[config.mk]
export PLATFORM = sky130hd
export DESIGN_NAME = sync_unit_flat
export DESIGN_NICKNAME = d
export VERILOG_FILES = /design/src/rtl/sync_unit_pkg.sv /design/src/rtl/sync_unit_if.sv /design/src/rtl/sync_unit_regfile.sv /design/src/rtl/sync_unit.sv /design/src/flat_wrapper.sv
export SDC_FILE = /design/constraint.sdc
export NUM_CORES = 2
export LEC_CHECK = 0
export BUFFER_PORTS_ARGS = -buffer_cell sky130_fd_sc_hd__buf_2
export CORE_AREA = 5 5 426 428
export DETAILED_ROUTE_END_ITERATION = 10
export DIE_AREA = 0 0 431 433
export GPL_ROUTABILITY_DRIVEN = 1
export GPL_TIMING_DRIVEN = 0
export PLACE_DENSITY = 0.47
export SYNTH_ARGS = -nofsm -noshare
export SYNTH_HDL_FRONTEND = slang
export SYNTH_HIERARCHICAL = 1
export SYNTH_SLANG_ARGS = --single-unit
[constraint.sdc]
create_clock -name clk -period 22.5 [get_ports clk]
set_input_delay 3.375 -clock clk [delete_from_list [all_inputs] [get_ports clk]]
set_output_delay 3.375 -clock clk [all_outputs]
set_load 0.01 [all_outputs]
[src/rtl/sync_unit_pkg.sv]
// sync_pkg: op, response-type and flag-offset encodings shared by the sync unit
package sync_pkg;
  localparam logic [2:0] OP_READ = 3'b000;
  localparam logic [2:0] OP_WRITE = 3'b111;
  localparam logic [2:0] OP_FADD = 3'b010;
  localparam logic [2:0] OP_CAS = 3'b100;
  localparam logic [2:0] OP_WAIT = 3'b011;
  localparam logic [2:0] RT_WRITE = 3'b110;
  localparam logic [2:0] RT_DATA = 3'b101;
  localparam logic [2:0] RT_ILLEGAL = 3'b000;
  localparam int FLAG_CAS = 0;
  localparam int FLAG_TMO = 1;
  typedef enum logic [1:0] {S_IDLE, S_WAIT, S_RESP} state_e;
endpackage

[src/rtl/sync_unit_if.sv]
// sync_unit_if: request/response bus of the sync unit
interface sync_unit_if #(parameter int ID_W = 4, parameter int LINE_W = 512);
  logic req_valid, req_ready;
  logic [35:0] req_addr;
  logic [2:0] req_op;
  logic [ID_W-1:0] req_id;
  logic [LINE_W-1:0] req_data;
  logic resp_valid, resp_ready;
  logic [ID_W-1:0] resp_id;
  logic [35:0] resp_addr;
  logic [2:0] resp_type;
  logic [LINE_W-1:0] resp_data;
  logic overwrite;
  modport master (
    output req_valid, req_addr, req_op, req_id, req_data, resp_ready,
    input req_ready, resp_valid, resp_id, resp_addr, resp_type, resp_data, overwrite
  );
  modport slave (
    input req_valid, req_addr, req_op, req_id, req_data, resp_ready,
    output req_ready, resp_valid, resp_id, resp_addr, resp_type, resp_data, overwrite
  );
endinterface

[src/rtl/sync_unit_regfile.sv]
// sync_regfile: sync register array, one combinational read port and one write port
module sync_regfile #(
  parameter int NUM_REGS = 16,
  parameter int REG_W = 32
) (
  input  logic clk,
  input  logic rst,
  input  logic [$clog2(NUM_REGS)-1:0] rd_addr_i,
  output logic [REG_W-1:0] rd_data_o,
  input  logic we_i,
  input  logic [$clog2(NUM_REGS)-1:0] wr_addr_i,
  input  logic [REG_W-1:0] wr_data_i
);
  logic [REG_W-1:0] regs_q [NUM_REGS];
  assign rd_data_o = regs_q[rd_addr_i];
  // storage with async clear
  always_ff @(posedge clk or posedge rst)
    if (rst) for (int i = 0; i < NUM_REGS; i++) regs_q[i] <= '0;
    else if (we_i) regs_q[wr_addr_i] <= wr_data_i;
endmodule

[src/rtl/sync_unit.sv]
// sync_unit: atomic read/write/fetch-add/CAS/wait unit over a small register file
module sync_unit
  import sync_pkg::*;
#(
  parameter int NUM_REGS = 16,
  parameter int REG_W = 32,
  parameter int LINE_W = 512,
  parameter int ID_W = 4,
  parameter int WAIT_TIMEOUT = 1024
) (
  input  logic clk,
  input  logic rst,
  sync_unit_if.slave bus
);
  localparam int AW = $clog2(NUM_REGS);
  localparam int CW = $clog2(WAIT_TIMEOUT + 1);
  state_e state_q;
  logic [CW-1:0] cnt_q;
  logic [REG_W-1:0] tgt_q, rd_data, fadd, new_val;
  logic [AW-1:0] widx_q, ridx;
  logic acc, we, legal, cas_hit, wait_ok, unused;
  logic [2:0] op, rtype;
  logic [LINE_W-1:0] rdata, wdata;
  assign op = bus.req_op;
  assign bus.req_ready = state_q == S_IDLE || (state_q == S_RESP && bus.resp_ready);
  assign acc = bus.req_valid && bus.req_ready;
  assign ridx = state_q == S_WAIT ? widx_q : bus.req_addr[AW+1:2];
  assign fadd = rd_data + {{(REG_W-15){bus.req_data[46]}}, bus.req_data[46:32]};
  assign cas_hit = rd_data == bus.req_data[REG_W-1:0];
  assign wait_ok = rd_data >= tgt_q;
  assign legal = op inside {OP_READ, OP_WRITE, OP_FADD, OP_CAS, OP_WAIT};
  assign new_val = op == OP_WRITE ? bus.req_data[REG_W-1:0] : op == OP_FADD ? fadd : bus.req_data[REG_W+31:32];
  assign we = acc && (op == OP_WRITE || op == OP_FADD || (op == OP_CAS && cas_hit));
  assign rtype = op == OP_WRITE ? RT_WRITE : legal ? RT_DATA : RT_ILLEGAL;
  assign unused = ^{bus.req_addr, bus.req_data};
  sync_regfile #(.NUM_REGS(NUM_REGS), .REG_W(REG_W)) u_rf (
    .clk(clk), .rst(rst), .rd_addr_i(ridx), .rd_data_o(rd_data),
    .we_i(we), .wr_addr_i(ridx), .wr_data_i(new_val)
  );
  // response words: value in the low bits, status flags just above it
  always_comb begin
    rdata = '0;
    rdata[REG_W-1:0] = op == OP_WRITE ? new_val : legal ? rd_data : '0;
    rdata[REG_W+FLAG_CAS] = op == OP_CAS && cas_hit;
    wdata = '0;
    wdata[REG_W-1:0] = rd_data;
    wdata[REG_W+FLAG_TMO] = !wait_ok;
  end
  // control FSM with registered response fields
  always_ff @(posedge clk or posedge rst)
    if (rst) begin
      state_q <= S_IDLE;
      cnt_q <= '0;
      tgt_q <= '0;
      widx_q <= '0;
      bus.resp_valid <= 1'b0;
      bus.overwrite <= 1'b0;
      bus.resp_id <= ID_W'(0);
      bus.resp_addr <= '0;
      bus.resp_type <= '0;
      bus.resp_data <= '0;
    end else if (state_q == S_WAIT) begin
      if (wait_ok || cnt_q == CW'(WAIT_TIMEOUT)) begin
        state_q <= S_RESP;
        bus.resp_valid <= 1'b1;
        bus.resp_type <= RT_DATA;
        bus.resp_data <= wdata;
      end else cnt_q <= cnt_q + CW'(1);
    end else if (acc) begin
      bus.resp_id <= bus.req_id;
      bus.resp_addr <= bus.req_addr;
      cnt_q <= CW'(1);
      tgt_q <= bus.req_data[REG_W-1:0];
      widx_q <= ridx;
      state_q <= op == OP_WAIT ? S_WAIT : S_RESP;
      bus.resp_valid <= op != OP_WAIT;
      bus.overwrite <= we;
      bus.resp_type <= rtype;
      bus.resp_data <= rdata;
    end else if (state_q == S_RESP && bus.resp_ready) begin
      state_q <= S_IDLE;
      bus.resp_valid <= 1'b0;
      bus.overwrite <= 1'b0;
    end
endmodule

[src/flat_wrapper.sv]
// flat-port wrapper written by rule: the top's interface ports become plain ports
module sync_unit_flat import sync_pkg::*;
#(
  parameter int NUM_REGS = 16,
  parameter int REG_W = 32,
  parameter int LINE_W = 512,
  parameter int ID_W = 4,
  parameter int WAIT_TIMEOUT = 1024
)
  (clk, rst, bus_req_valid, bus_req_addr, bus_req_op, bus_req_id, bus_req_data, bus_resp_ready, bus_req_ready, bus_resp_valid, bus_resp_id, bus_resp_addr, bus_resp_type, bus_resp_data, bus_overwrite);
  sync_unit_if #(.ID_W(ID_W), .LINE_W(LINE_W)) bus_i ();
  input  logic clk;
  input  logic rst;
  input wire logic [$bits(bus_i.req_valid)-1:0] bus_req_valid;
  input wire logic [$bits(bus_i.req_addr)-1:0] bus_req_addr;
  input wire logic [$bits(bus_i.req_op)-1:0] bus_req_op;
  input wire logic [$bits(bus_i.req_id)-1:0] bus_req_id;
  input wire logic [$bits(bus_i.req_data)-1:0] bus_req_data;
  input wire logic [$bits(bus_i.resp_ready)-1:0] bus_resp_ready;
  output wire logic [$bits(bus_i.req_ready)-1:0] bus_req_ready;
  output wire logic [$bits(bus_i.resp_valid)-1:0] bus_resp_valid;
  output wire logic [$bits(bus_i.resp_id)-1:0] bus_resp_id;
  output wire logic [$bits(bus_i.resp_addr)-1:0] bus_resp_addr;
  output wire logic [$bits(bus_i.resp_type)-1:0] bus_resp_type;
  output wire logic [$bits(bus_i.resp_data)-1:0] bus_resp_data;
  output wire logic [$bits(bus_i.overwrite)-1:0] bus_overwrite;
  assign bus_i.req_valid = bus_req_valid;
  assign bus_i.req_addr = bus_req_addr;
  assign bus_i.req_op = bus_req_op;
  assign bus_i.req_id = bus_req_id;
  assign bus_i.req_data = bus_req_data;
  assign bus_i.resp_ready = bus_resp_ready;
  assign bus_req_ready = bus_i.req_ready;
  assign bus_resp_valid = bus_i.resp_valid;
  assign bus_resp_id = bus_i.resp_id;
  assign bus_resp_addr = bus_i.resp_addr;
  assign bus_resp_type = bus_i.resp_type;
  assign bus_resp_data = bus_i.resp_data;
  assign bus_overwrite = bus_i.overwrite;
  sync_unit #(.NUM_REGS(NUM_REGS), .REG_W(REG_W), .LINE_W(LINE_W), .ID_W(ID_W), .WAIT_TIMEOUT(WAIT_TIMEOUT)) u_core (.clk(clk), .rst(rst), .bus(bus_i));
endmodule
# == Yosys cells after proc, flatten, opt, wreduce, memory -nomap -nowiden ==
# Index checks and enable logic that the tools add are counted.
# word_totals
register_bits,1118
# op_classes
reduce_logical,21
n_bitwise,2
n_lt_le_gt_ge,3
eq_ne,11
muxes,32
add_sub_neg,2
# op_table
op,count
512-bit 2-to-1 mux,3
512-bit bitwise mux,1
32-bit 2-to-1 mux,7
32-bit binary-select mux with 4-bit select,1
32-bit demux with 4-bit select,1
11-bit 2-to-1 mux,3
32-bit adder,1
32-bit equality test,1
32-bit greater-or-equal comparator,1
3-bit 2-to-1 mux,5
11-bit by 1-bit adder with 11-bit output (second input constant),1
11-bit equality test (second input constant),1
2-bit 2-to-1 mux,5
2-bit AND reduction,5
3-bit by 2-bit equality test with 1-bit output (second input constant),2
3-bit equality test (second input constant),2
5-bit greater-or-equal comparator (second input constant),1
1-bit logical AND,5
5-bit by 1-bit < comparator with 1-bit output (second input constant),1
1-bit 2-to-1 mux,5
4-bit inverter with 5-bit output,1
5-bit nonzero test,1
1-bit logical OR,4
4-bit 2-to-1 mux,1
10 further kinds,12

# == Longest topological paths before layout ==
# depth
depth_word,12
ltp_mapped,22

# == Cells and area by module ==
# Netlist, hierarchy kept.
# by_module_without_submodules
module,area_per_inst_um2,instances,cells_per_inst
sync_regfile,22776.8,1,1405
sync_unit,12024.0,1,1500

# == Least setup slack after synthesis ==
# No wires, ideal clock.
# synth_timing
kind,input port to flip-flop
start,input port bus_req_addr[2]
end,register u_core/u_rf/regs_q[270] (netlist name)
path_slack_ns,14.569
setup_time_ns,0.125
required_time_ns,22.375
cell_stages,21
arrival_time_ns,7.807
cell_sequence,nand2_1 nand2_1 clkbuf_1 buf_2 mux4_2 a22oi_1 nand2_1 ha_1 fa_1 a21o_1 a21oi_1 o21ai_0 a21oi_1 a21oi_1 a21o_1 a21oi_1 xor2_1 nor2_1 a221o_1 clkbuf_1 mux2_2
# synth_between
elab_chain_len,9
word_cells_on_any_way,18
# synth_lines
item,line,source
"start, declared",flat_wrapper.sv:15,input wire logic [$bits(bus_i.req_addr)-1:0] bus_req_addr;
4-bit 2-to-1 mux,sync_unit.sv:27,assign ridx = state_q == S_WAIT ? widx_q : bus.req_addr[AW+1:2];
net u_core.ridx[0],sync_unit.sv:20,"logic [AW-1:0] widx_q, ridx;"
4-bit inverter with 5-bit output (not written as such),sync_unit_regfile.sv:15,assign rd_data_o = regs_q[rd_addr_i];
32-bit binary-select mux with 4-bit select,sync_unit_regfile.sv:15,
32-bit 2-to-1 mux (not written as such) (2 in a row),sync_unit_regfile.sv:15,
net u_core.rd_data[0],sync_unit.sv:19,"logic [REG_W-1:0] tgt_q, rd_data, fadd, new_val;"
32-bit adder,sync_unit.sv:28,"assign fadd = rd_data + {{(REG_W-15){bus.req_data[46]}}, bus.req_data[46:32]};"
32-bit 2-to-1 mux (2 in a row),sync_unit.sv:32,assign new_val = op == OP_WRITE ? bus.req_data[REG_W-1:0] : op == OP_FADD ? fadd : bus.req_data[REG_W+31:32];
net u_core.new_val[14],sync_unit.sv:19,
512-bit bitwise mux,sync_unit_regfile.sv:19,else if (we_i) regs_q[wr_addr_i] <= wr_data_i;
"end signal, assigned by index",sync_unit_regfile.sv:19,
"end, declared",sync_unit_regfile.sv:14,logic [REG_W-1:0] regs_q [NUM_REGS];
# The timed path passes the listed nets, and every way through them passes these cells. The select of a mux whose other input is x is not followed.
# A chain may end at the register's enable or synchronous reset.

# == Worst setup path in the final report ==
# layout_timing
start,input port bus_req_addr[3]
end,register u_core/u_rf/regs_q[351] (netlist name)
# Same word-level chain as after synthesis.

==> results.sh <==
export IMPL_synth_flop_cell="dfrtp_1"
export IMPL_dieArea_um2=186600
export IMPL_grt_overflow_total=0
export IMPL_worstSetupPathType="input port to flip-flop"
export IMPL_gp_congestion=0.8298
export IMPL_cp_slowest_cell="clkbuf_1"
export IMPL_grt_pass1_vias=24090
export IMPL_reg2reg_to="u_core/u_rf/regs_q[351]"
export IMPL_crit_family="compound AO/OA/AOI/OAI gates"
export IMPL_portBuffers=190
export IMPL_die_width_um=431
export IMPL_cts_resized=0
export IMPL_async_flop_share_pct=100.0
export IMPL_rr_worst_depth=21
export IMPL_synth_edf_count=0
export IMPL_wl_per_cell_um=20.38
export IMPL_r2r_start="u_core/bus.resp_valid"
export IMPL_viasPerCell=3.972
export IMPL_cts_htree_levels=3
export IMPL_final_cell_area_um2=43200
export IMPL_hpwlAfterDp_um=95090
export IMPL_syn_area_per_cell_um2=11.98
export IMPL_layout_drive_gt1_share_pct=40.61
export IMPL_antenna_found_initial=28
export IMPL_synth_distinct_cells=63
export IMPL_synthCells=2905
export IMPL_yosys_warnings=6
export IMPL_critPathMaxStageDelay_ns=0.78
export IMPL_utilization_pct=24.35
export IMPL_path_buf_inv=4
export IMPL_setup_viol=0
export IMPL_path_cells="buf_2 -> nand2_1 -> nand2_1 -> clkbuf_1 -> clkbuf_1 -> mux4_2 -> a22oi_1 -> nand2_1 -> ha_1 -> a211oi_1 -> o211ai_1 -> a32oi_1 -> o21a_1 -> o21a_1 -> nor3_2 -> a2111oi_4 -> a21oi_1 -> xnor2_1 -> o21ai_1 -> clkbuf_1 -> mux2_2"
export IMPL_cts_buffer_depth=3
export IMPL_slew_viol_final=0
export IMPL_worst_endpoint_arrival_ns=10.82
export IMPL_die_h_um=433
export IMPL_cp_max_fo=10
export IMPL_slew_headroom_pct=18.24
export IMPL_fin_crit_sh_pct=45.56
export IMPL_skew_ns=0.03566
export IMPL_fin_nets=4279
export IMPL_tightest_slew_ns=1.214
export IMPL_cts_buffers=75
export IMPL_dr_first_iter_drc_count=1571
export IMPL_vias=24110
export IMPL_hold_end="u_core/bus.resp_addr[29]"
export IMPL_wl_um=123700
export IMPL_hold_violations=0
export IMPL_max_freq_mhz=97.56
export IMPL_clock_sinks=639
export IMPL_required_ns=23.07
export IMPL_power_total_uw=4638
export IMPL_power_density_nw_per_um2=107.4
export IMPL_grt_max_degree=124
export IMPL_placed_cell_area_um2=40640
export IMPL_cts_tree="done"
export IMPL_cts_root_buf="clkbuf_16"
export IMPL_vdd_ir_drop_max_mv=0.06606
export IMPL_rows=155
export IMPL_dr_pass1_iters=5
export IMPL_rrSetupSlack_ns=14.03
export IMPL_min_path_type="flip-flop to flip-flop"
export IMPL_clock_latency_ns=0.64
export IMPL_worstSetupStartpointType="input port"
export IMPL_ios=1117
export IMPL_finalCriticalPeriod_ns=10.25
export IMPL_yosysSeqAreaShare_pct=45.95
export IMPL_grt_pass1_wl_um=174900
export IMPL_grt_util_all_layers_pct=12.67
export IMPL_drtAntennaViolNets=0
export IMPL_cp_end_kind="flip-flop"
export IMPL_post_cts_setup_buffer_count=0
export IMPL_holdWs_ns=0.4681
export IMPL_ctsHoldBuffers=0
export IMPL_leakage_uw=0.02181
export IMPL_rsz0062_at_grt="no"
export IMPL_path_clk_slew_ns=0.06
export IMPL_coreArea_um2=177500
export IMPL_min_delay_start="u_core/bus.resp_addr[29]"
export IMPL_syn2layout_area_growth_pct=24.14
export IMPL_outcome="complete, no violations"
export IMPL_ys_ff_latch=639
export IMPL_drc_errors=0
export IMPL_initial_core_util_pct=19.61
export IMPL_holdPathStages=2
export IMPL_maxCapViolations=0
export IMPL_syn_area_um2=34800
[worst max-delay path by stage]
stage / from / depth (start not counted) / end / slack (ns)
finish: bus_req_addr[3] / 21 / u_core/u_rf/regs_q[351] / 12.25
global route: bus_req_addr[3] / 21 / u_core/u_rf/regs_q[351] / 12.05
CTS: bus_req_addr[3] / 21 / u_core/u_rf/regs_q[447] / 12.38
detailed placement: bus_req_addr[3] / 21 / u_core/u_rf/regs_q[159] / 11.68
global placement: rst / 2 / u_core/u_rf/regs_q[88] / -1.90
floorplan: rst / 1 / u_core/u_rf/regs_q[0] / 4.83
[cell usage in the layout, fill, tap and decap left out, drive strengths merged, types with 3 or more instances in the layout]
cell,instances
buf,745
dfrtp,639
mux2,513
conb,478
nand2,260
clkbuf,210
a22oi,134
mux4,128
nor2,93
o21ai,79
a21oi,66
ha,65
inv,48
xor2,43
a21o,26
xnor2,18
clkinv,17
nand3,16
nand2b,13
nor2b,11
and3,9
nor3,9
nor4,8
nand4,7
a31oi,7
bufinv,6
o21a,5
o22ai,5
a211oi,5
a22o,4
and2,3
o31ai,3
mux2i,3
a311oi,3
o21bai,3
nand3b,3
nor3b,3
[layout make-up]
class,count,area (um2)
Antenna cell,1,2.502
Buffer,654,4340
Clock buffer,106,2175
Clock inverter,30,385.4
Fill cell,18990,134300
Inverter,43,173.9
Multi-Input combinational cell,2046,16100
Sequential cell,639,15990
Tap cell,2355,2947
Timing Repair Buffer,195,1089
[metrics by stage]
step / setup slack [ns] / TNS (ns) / cells
global placement: -1.905 / -935.89 / 5927
detailed placement: 11.68 / 0 / 5932
floorplan: 4.825 / 0 / 3382
CTS: 12.38 / 0 / 6068
finish: 12.25 / 0 / 6069
global route: 12.05 / 0 / 6069
[sequential cells by signal, summed over array words and instances, names as in the netlist]
| register | flops |
|---|---|
| u_core/bus.resp_type | 3 |
| u_core/widx_q | 4 |
| u_core/bus.resp_valid | 1 |
| u_core/bus.resp_id | 4 |
| u_core/state_q | 1 |
| u_core/bus.resp_data | 34 |
| u_core/cnt_q | 11 |
| u_core/bus.overwrite | 1 |
| u_core/u_rf/regs_q | 512 |
| u_core/tgt_q | 32 |
| u_core/bus.resp_addr | 36 |
[report_power, final]
part	switching, uW	internal (uW)
clock	520	749
sequential	142	1440
combinational	1080	711
total	1740	2900
[kinds of logic (layout without fill, tap and decap cells)]
family | Yosys count | count (layout) | share of synthesized area, %
buffers and inverters | 697 | 1028 | 12.94
muxes | 644 | 644 | 24.97
DFF | 639 | 639 | 45.95
and+or+nand+nor | 442 | 442 | 5.429
AOI/OAI and AO/OA | 355 | 355 | 6.777
adders and majority gates | 66 | 66 | 2.394
xor gates and xnor gates | 61 | 61 | 1.535
other | 1 | 479 | 0.01078
[worst min-delay path, cell delays in order (launching register included)]
cell	delay, ns
dfrtp_1	0.33
nand2_1	0.05
nand2_1	0.05
[metal layers]
layer	share of wire, %	GRT usage (%)
met5	0.044	0
met4	2.6	3.390
met3	5.7	2.413
met2	50	22.19
met1	42	15.99
[Yosys cell counts (2+ instances only)]
| master | number | area share [%] |
|---|---|---|
| clkbuf_1 | 104 | 1.1 |
| a22oi_1 | 134 | 2.9 |
| a21oi_1 | 65 | 0.93 |
| o31ai_1 | 3 | 0.065 |
| buf_2 | 67 | 0.96 |
| a211oi_1 | 3 | 0.065 |
| nand2_1 | 260 | 2.8 |
| o22ai_1 | 5 | 0.090 |
| mux2_1 | 10 | 0.32 |
| a311oi_1 | 3 | 0.076 |
| a22o_1 | 4 | 0.10 |
| o21bai_1 | 3 | 0.065 |
| xor2_1 | 43 | 1.1 |
| mux2_2 | 503 | 16 |
| nor2_1 | 93 | 1.0 |
| mux4_2 | 128 | 8.3 |
| a211oi_2 | 2 | 0.072 |
| a221o_1 | 2 | 0.058 |
| nand2b_1 | 13 | 0.23 |
| or3_1 | 2 | 0.036 |
| nor2b_1 | 11 | 0.20 |
| inv_1 | 43 | 0.46 |
| nor3b_1 | 2 | 0.043 |
| and3_1 | 9 | 0.16 |
| buf_4 | 480 | 10 |
| dfrtp_1 | 639 | 46 |
| and2_1 | 3 | 0.054 |
| ha_1 | 65 | 2.3 |
| o21ai_0 | 76 | 1.1 |
| nand3b_1 | 3 | 0.065 |
| nor3_1 | 7 | 0.10 |
| nor4_1 | 8 | 0.14 |
| a21o_1 | 26 | 0.56 |
| nand3_1 | 16 | 0.23 |
| a41oi_1 | 2 | 0.050 |
| a31oi_1 | 7 | 0.13 |
| nand4_1 | 7 | 0.13 |
| o211ai_1 | 2 | 0.043 |
| buf_1 | 3 | 0.032 |
| mux2i_1 | 3 | 0.086 |
| o21a_1 | 5 | 0.11 |
| o21ai_2 | 2 | 0.050 |
| xnor2_1 | 18 | 0.45 |
| and4_1 | 2 | 0.050 |
No activity file was read; power rests on OpenSTA's default activity.
